$ cat src/rtl/serv_mem_if_pkg.sv
// serv_mem_if_pkg: shared state encodings, access-width codes and lane helpers
// for the bit-serial memory interface.
package serv_mem_if_pkg;

    typedef enum logic [2:0] {S_IDLE, S_INIT, S_REQ, S_WAIT_ACK, S_RUN} state_t;

    localparam logic [1:0] W_BYTE = 2'b00;
    localparam logic [1:0] W_HALF = 2'b01;
    localparam logic [1:0] W_WORD = 2'b10;

    function automatic logic [3:0] lane_sel(input logic [1:0] w, input logic [1:0] a);
        return (w == W_BYTE) ? (4'b0001 << a) : (w == W_HALF) ? (a[1] ? 4'b1100 : 4'b0011) : 4'b1111;
    endfunction

    function automatic logic misaligned(input logic [1:0] w, input logic [1:0] a);
        return (w == W_HALF && a[0]) || (w == W_WORD && a != 2'b00);
    endfunction

    // Index of the most significant valid bit of the loaded value.
    function automatic logic [4:0] last_bit(input logic [1:0] w);
        return (w == W_BYTE) ? 5'd7 : (w == W_HALF) ? 5'd15 : 5'd31;
    endfunction

endpackage

$ cat src/rtl/serv_ser_add.sv
// serv_ser_add: 1-bit serial adder, LSB first, with a carry flop that is
// ignored on the first bit when i_clr is high.
module serv_ser_add (
    input  logic clk,
    input  logic i_rst_n,
    input  logic i_en,
    input  logic i_clr,
    input  logic i_a,
    input  logic i_b,
    output logic o_q
);
    logic carry_q, carry_d, cin;

    always_comb begin
        cin     = carry_q && !i_clr;
        o_q     = i_a ^ i_b ^ cin;
        carry_d = i_en ? ((i_a && i_b) || (i_a && cin) || (i_b && cin)) : carry_q;
    end

    always_ff @(posedge clk or negedge i_rst_n)
        if (!i_rst_n) carry_q <= 1'b0;
        else          carry_q <= carry_d;

endmodule

$ cat src/rtl/serv_mem_if.sv
// serv_mem_if: bit-serial load/store unit; builds address and store data
// serially, issues one bus request, then streams the load result out serially.
module serv_mem_if
    import serv_mem_if_pkg::*;
(
    input  logic        clk,
    input  logic        i_rst_n,
    input  logic        i_en,
    input  logic        i_init,
    input  logic        i_cmd,
    input  logic [2:0]  i_funct3,
    input  logic        i_rs1,
    input  logic        i_imm,
    input  logic        i_rs2,
    output logic        o_busy,
    output logic        o_rd,
    output logic        o_misalign,
    output logic [31:0] o_d_addr,
    output logic [31:0] o_d_dat,
    output logic [3:0]  o_d_sel,
    output logic        o_d_we,
    output logic        o_d_vld,
    input  logic        i_d_rdy,
    input  logic [31:0] i_d_rdt,
    input  logic        i_d_ack
);
    state_t      state_q, state_d;
    logic [4:0]  cnt_q, cnt_d, idx;
    logic [31:0] addr_q, addr_d, dat_q, dat_d, rdata_q, rdata_d;
    logic [3:0]  sel_q, sel_d;
    logic [2:0]  f3_q, f3_d;
    logic        we_q, we_d, busy_q, busy_d, mis_q, mis_d;
    logic        sum, entry, init_bit, run_bit, init_done, ack_now, mis_now, in_w;

    serv_ser_add u_add (
        .clk     (clk),
        .i_rst_n (i_rst_n),
        .i_en    (init_bit),
        .i_clr   (cnt_q == 5'd0),
        .i_a     (i_rs1),
        .i_b     (i_imm),
        .o_q     (sum)
    );

    always_ff @(posedge clk or negedge i_rst_n)
        if (!i_rst_n) state_q <= S_IDLE;
        else          state_q <= state_d;

    always_comb begin
        state_d = state_q;
        unique case (state_q)
            S_IDLE:     if (entry) state_d = S_INIT;
            S_INIT:     if (init_done) state_d = mis_now ? S_RUN : S_REQ;
            S_REQ:      if (i_d_rdy) state_d = i_d_ack ? S_RUN : S_WAIT_ACK;
            S_WAIT_ACK: if (i_d_ack) state_d = S_RUN;
            S_RUN:      if (run_bit && cnt_q == 5'd31) state_d = S_IDLE;
            default:    state_d = S_IDLE;
        endcase
    end

    always_comb begin
        entry     = state_q == S_IDLE && i_en && i_init;
        init_bit  = state_q == S_INIT && i_en;
        run_bit   = state_q == S_RUN && i_en;
        init_done = init_bit && cnt_q == 5'd31;
        ack_now   = i_d_ack && (state_q == S_WAIT_ACK || (state_q == S_REQ && i_d_rdy));
        cnt_d     = (init_bit || run_bit) ? cnt_q + 5'd1 : cnt_q;
        addr_d    = init_bit ? {sum, addr_q[31:1]} : addr_q;
        dat_d     = init_bit ? {i_rs2, dat_q[31:1]} : dat_q;
        mis_now   = misaligned(f3_q[1:0], addr_d[1:0]);
        f3_d      = entry ? i_funct3 : f3_q;
        we_d      = entry ? i_cmd : we_q;
        mis_d     = entry ? 1'b0 : init_done ? mis_now : mis_q;
        sel_d     = init_done ? lane_sel(f3_q[1:0], addr_d[1:0]) : sel_q;
        busy_d    = init_done ? !mis_now : ack_now ? 1'b0 : busy_q;
        rdata_d   = (ack_now && !we_q) ? i_d_rdt : rdata_q;
    end

    always_ff @(posedge clk or negedge i_rst_n)
        if (!i_rst_n) begin
            cnt_q   <= '0;
            addr_q  <= '0;
            dat_q   <= '0;
            rdata_q <= '0;
            sel_q   <= '0;
            f3_q    <= '0;
            we_q    <= 1'b0;
            busy_q  <= 1'b0;
            mis_q   <= 1'b0;
        end else begin
            cnt_q   <= cnt_d;
            addr_q  <= addr_d;
            dat_q   <= dat_d;
            rdata_q <= rdata_d;
            sel_q   <= sel_d;
            f3_q    <= f3_d;
            we_q    <= we_d;
            busy_q  <= busy_d;
            mis_q   <= mis_d;
        end

    // Past the access width the index sticks on the top bit, giving sign extension.
    always_comb begin
        o_d_vld    = state_q == S_REQ;
        in_w       = cnt_q <= last_bit(f3_q[1:0]);
        idx        = (in_w ? cnt_q : last_bit(f3_q[1:0])) + {addr_q[1:0], 3'b000};
        o_rd       = state_q == S_RUN && !we_q && !mis_q && (in_w || !f3_q[2]) && rdata_q[idx];
        o_d_dat    = (f3_q[1:0] == W_BYTE) ? {4{dat_q[7:0]}} : (f3_q[1:0] == W_HALF) ? {2{dat_q[15:0]}} : dat_q;
        o_d_addr   = addr_q;
        o_d_sel    = sel_q;
        o_d_we     = we_q;
        o_busy     = busy_q;
        o_misalign = mis_q;
    end

endmodule

$ cat config.mk
export PLATFORM = sky130hd
export DESIGN_NAME = serv_mem_if
export DESIGN_NICKNAME = d
export VERILOG_FILES = /design/src/rtl/serv_mem_if_pkg.sv /design/src/rtl/serv_ser_add.sv /design/src/rtl/serv_mem_if.sv
export SDC_FILE = /design/constraint.sdc
export NUM_CORES = 1
export LEC_CHECK = 0
export ABC_AREA = 1
export CORE_UTILIZATION = 35
export CTS_CLUSTER_DIAMETER = 100
export DETAILED_ROUTE_END_ITERATION = 7
export PLACE_DENSITY = 0.64
export SETUP_SLACK_MARGIN = 0.1
export SYNTH_ARGS = -nofsm -noshare
export SYNTH_HDL_FRONTEND = slang
export SYNTH_SLANG_ARGS = --single-unit
$ cat constraint.sdc
create_clock -name clk -period 4.3 [get_ports clk]
set_clock_uncertainty 0.05 [all_clocks]
set_input_delay 1.075 -clock clk [delete_from_list [all_inputs] [get_ports clk]]
set_output_delay 1.075 -clock clk [all_outputs]
set_load 0.1 [all_outputs]
* Word-level counts from Yosys, hierarchy flattened
Cells that the tools add are included.
Word-level totals: register bits 115, bits of input ports 45, logic and storage cells 91
Operators by class: $add $sub $neg 2, $lt $le $gt $ge 2, equality and inequality tests 12, shifts and indexed selects 1, mux-type cells 23, bitwise operators 2, reductions and logical operators 37
Operators with widths (number):
- 2-to-1 mux 32 bit | 2
- 2-to-1 mux 3 bit | 7
- logical AND 1 bit | 19
- 2-to-1 mux 5 bit | 3
- one-hot mux 3 bit (5 select lines) | 1
- 2-to-1 mux 4 bit | 3
- inequality test 2 bit, second input constant | 4
- equality test 3 x 2 -> 1 bit, second input constant | 2
- logical OR 1 bit | 6
- less-than comparator 5 x 6 -> 1 bit, second input constant | 1
- nonzero test 2 bit | 3
- adder 5 x 1 -> 5 bit, second input constant | 1
- adder 5 bit | 1
- binary-select mux 1 bit (select 5 bit) | 1
- equality test 5 bit, second input constant | 1
- less-or-equal comparator 5 bit | 1
- zero test 1 bit | 5
- zero test 5 bit | 1
- 2-to-1 mux 1 bit | 5
- AND reduction 5 bit | 1
- << shifter 1 x 2 -> 4 bit, first input constant | 1
- equality test 3 x 1 -> 1 bit, second input constant | 1
- equality test 3 bit, second input constant | 1
- zero test 3 bit | 1
- other kinds (6) | 7

* Depth between registers and ports, before layout
depth in word-level cells 9, mapped depth 18, gate-level depth less buffers 16

* Hierarchy
A second synthesis with hierarchy kept.
Second synthesis, totals: cells, all modules 597, area, all modules 5400.2 µm²
Modules (own cells, without submodules):
- serv_mem_if | instances 1, cells an instance 585, area an instance 5317.6 µm²
- serv_ser_add | instances 1, cells an instance 12, area an instance 82.6 µm²

* Worst setup path before layout
No wires, ideal clock.
kind register to output, from reg f3_q[1], to out o_rd, data arrival time 3.703 ns, required time 3.175 ns, setup slack -0.528 ns, cell stages (with the launch flop) 19, cell sequence dfrtp_1 buf_2 inv_1 clkbuf_1 ha_1 inv_1 nor2_1 nand3_1 nand2_2 nand2_4 buf_2 nand2_1 o21ai_0 ha_1 xnor2_1 xnor2_1 nand3_1 nand2_1 nor2_1
On the way: cells in the longest elaborated chain, start to end 9, elaborated cells on any way between the ends 12, those cells by class 1 x add/sub; 1 x order compare; 1 x eq/ne; 5 x mux; 4 x reduce/logical
Ends and longest elaborated chain:
- start, declared | line serv_mem_if.sv:31 | logic [2:0] f3_q, f3_d;
- start signal, assigned | line serv_mem_if.sv:86 | f3_q <= '0;
- start signal, assigned | line serv_mem_if.sv:96 | f3_q <= f3_d;
- equality test 2 x 1 -> 1 bit | line serv_mem_if_pkg.sv:21 | return (w == W_BYTE) ? 5'd7 : (w == W_HALF) ? 5'd15 : 5'd31;
- 2-to-1 mux 5 bit | line serv_mem_if_pkg.sv:21
- 2-to-1 mux 5 bit (*) | line serv_mem_if_pkg.sv:21
- less-or-equal comparator 5 bit | line serv_mem_if.sv:105 | in_w = cnt_q <= last_bit(f3_q[1:0]);
- 2-to-1 mux 5 bit | line serv_mem_if.sv:106 | idx = (in_w ? cnt_q : last_bit(f3_q[1:0])) + {addr_q[1:0], 3'b000};
- adder 5 bit | line serv_mem_if.sv:106
- binary-select mux 1 bit (select 5 bit) | line serv_mem_if.sv:107 | o_rd = state_q == S_RUN && !we_q && !mis_q && (in_w || !f3_q[2]) && rdata_q[idx];
- 2-to-1 mux 1 bit (not written as such) | line serv_mem_if.sv:107
- logical AND 1 bit (*) | line serv_mem_if.sv:107
- end, declared | line serv_mem_if.sv:16 | output logic o_rd,
Mark *: on every way between the ends. The rest lies on a longest branch, timed or not. The select of a mux whose other input is x is not followed.

* Worst setup path in the final report
Same ends and word-level chain as after synthesis.

==> results by group <==
Outcome
  – Run status: finished, final reports clean

Setup path
  – Crit-path slowest cell: dfrtp_2
  – Crit path buf inv count: 3
  – Critical path endpoint category: output pin
  – CP Launch Type: flip-flop
  – Worst-path cell chain: inv_1, ha_1, inv_1, nor2_1, nand3_1, nand2_2, nand2_8, nand2_1, o21ai_0, ha_1, xnor2_1, xnor2_1, a21oi_1, nor2_4, buf_12
  – CP Class: reg2out
  – Arr. time, crit path: 2.86 ns
  – CP max FO: 23
  – Top cell family by delay on the critical path: simple AND/OR/NAND/NOR gates
  – Req. time, crit path: 3.17 ns
  – Max incr delay on CP: 0.42 ns

Global route
  – Pin count of the biggest net entering global routing: 75
  – Grt ovf: 0
  – Initial antenna violation count: 0
  – Global-route wire length before repair: 20.7 mm
  – Total Routing Usage GR: 16.5%
  – Vias in the first global route: 4,267

Logic synthesis
  – Mapped Area: 0.00550 mm^2
  – Seq cells post-synth: 115
  – EDFF count, synth: 0
  – Top post-synthesis cells by area: dfrtp_1, nand2_1, o21ai_0, mux2_4, inv_1
  – Synth Flop Type: dfrtp_1
  – Synth top cells by count: dfrtp_1, nand2_1, inv_1, o21ai_0, nand3_1
  – Post-synth top area cell: dfrtp_1
  – Synth Instances: 593
  – Synth top area share: 52.4%
  – Count leader, synth: dfrtp_1
  – Post-synth cell types: 39
  – Register area share after synthesis: 52.4%
  – Post-synth ARST share: 100%
  – Syn Nets: 644
  – Synth Area per Inst: 9.27 um^2
  – Yosys warns: 0

Route
  – Drt wl/cell: 13.5 um
  – Drc violations: 0
  – Post-DR vias/cell: 4.66
  – Final WL: 12.5 mm
  – Iter 0 DRT Violations: 195
  – Via count: 4,313
  – 1st-pass router iterations: 4
  – Final ANT Viol Nets: 0

Finish
  – # nets final: 753
  – # diodes: 0
  – Area growth, synth to finish: 33.9%
  – Fraction of layout cells with a size suffix above 1: 16.2%

Clock network
  – Clock-pin slew on the worst setup and hold paths: 0.05 ns
  – TritonCTS clock tree: built
  – CTS sink count: 115
  – H-tree depth: 4
  – Total CTS buffers: 17
  – CTS Root Cell: clkbuf_16
  – Clock Latency Late Sink: 0.40 ns
  – Worst-case clock buffer depth: 2

Floorplan
  – Starting density of the core: 36.0%
  – Die W: 127 um
  – Die outline area: 0.0162 mm^2
  – Core Region: 0.0153 mm^2
  – Core Rows: 45
  – Die Y: 127 um
  – I/O pin cnt: 118

Placement
  – # port buffers: 117
  – HPWL Detailed: 9.14 mm
  – RePlAce Congestion: 0.830

STA
  – RSZ-0062 raised after global routing: no
  – Fin crit share: 92.8%
  – Rel. slew slack: 33.5%
  – Final hold viol count: 0
  – Fmax achieved: 251 MHz
  – Min Tclk post-route: 3.99 ns
  – Worst Tran Pin Value: 0.994 ns
  – Slew Limit Fails: 0
  – # setup viols final: 0
  – Post-Route Setup TNS: 0 ns

Flow run
  – Maxcap violations: 0

Min path
  – Hold Crit Class: reg2reg
cells by family after synthesis:
kind of cell,Yosys count,synth area share [%]
buffers and inverters,109,8.88
xor gates and xnor gates,5,0.797
AOI/OAI and AO/OA,124,12.8
muxes,32,7.92
DFF,115,52.4
adders and majority gates,6,1.50
and+or+nand+nor,202,15.8
sequential cells by signal (all words and copies together), names as in the netlist, 3 cells and up:
register and flops:
cnt_q 5, o_d_sel 4, o_d_addr 32, state_q 3, f3_q 3, rdata_q 32
dat_q 32
layer usage:
| layer | vias to the layer above | global-route usage [%] | part of all wire (%) |
|---|---|---|---|
| li1 | 2157 | - | - |
| met3 | 12 | 4.86 | 5.3 |
| met5 | - | 0 | 0 |
| met1 | 2022 | 20.4 | 46 |
| met4 | 0 | 4.27 | 0.74 |
| met2 | 122 | 28.1 | 48 |
per-stage QoR:
step	instance area, um^2	setup slack, ns	cells	hold slack, ns	utilization, %
floorplan	5500	0.162	593	0.399	-
finish	7360	0.310	926	0.436	48.2
detailed placement	6730	0.674	892	0.428	44.1
global route	7360	0.0952	926	0.463	48.2
global placement	6730	0.739	892	0.420	44.1
CTS	7330	0.211	924	0.440	48.1
cell usage in the layout (no fill, tap or decap), types with 2 or more instances in the layout:
master,count
a21oi_1,36
a31oi_1,2
buf_12,2
buf_4,31
bufinv_16,3
clkbuf_16,17
clkbuf_8,3
clkdlybuf4s50_1,90
clkinv_1,2
clkinv_2,7
dfrtp_1,113
dfrtp_2,2
ha_1,5
inv_1,66
inv_2,8
mux2_1,6
mux2_2,6
mux2_4,20
nand2_1,106
nand2_2,6
nand3_1,43
nor2_1,37
nor2_4,2
nor3_1,3
o2111ai_1,2
o21ai_0,64
o21ai_1,5
o221ai_1,8
xnor2_1,3
xor2_1,2
cell type report:
cell class | instances | area (um^2)
Fill cell | 1423 | 7900
Clock inverter | 11 | 133
Tap cell | 211 | 264
Timing Repair Buffer | 123 | 1170
Inverter | 76 | 285
Sequential cell | 115 | 2880
Clock buffer | 21 | 470
Multi-Input combinational cell | 369 | 2150
path summary, 6_finish.rpt:
check,start,slack (ns),cells past startpoint,endpoint
max,f3_q[1]$_DFFE_PN0P_,0.31,15,o_rd
min,dat_q[15]$_DFFE_PN0P_,0.44,2,dat_q[15]$_DFFE_PN0P_
max reg2reg,cnt_q[0]$_DFFE_PN0P_,1.92,5,o_d_addr[31]$_DFFE_PN0P_
min reg2reg,dat_q[15]$_DFFE_PN0P_,0.44,2,dat_q[15]$_DFFE_PN0P_
max in group asynchronous,i_rst_n,2.72,2,cnt_q[0]$_DFFE_PN0P_
min in group asynchronous,i_rst_n,0.71,1,dat_q[26]$_DFFE_PN0P_
worst register-to-register path: cells and delay by family (launching register included):
family,cells,cell delay (ns)
DFF,1,0.48
buffers and inverters,1,0.43
adders and majority gates,2,0.82
AOI/OAI and AO/OA,1,0.23
muxes,1,0.26
what timing repair did:
action | in CTS | in global routing
setup buffers | 0 | 2
endpoints found under the setup margin | 0 | 1
hold buffers | 0 | 0
resized for setup | 0 | 3
Power is left out: the tool's default activity adds up to more than one toggle a clock period on the data nets, which glitch-free logic cannot reach.
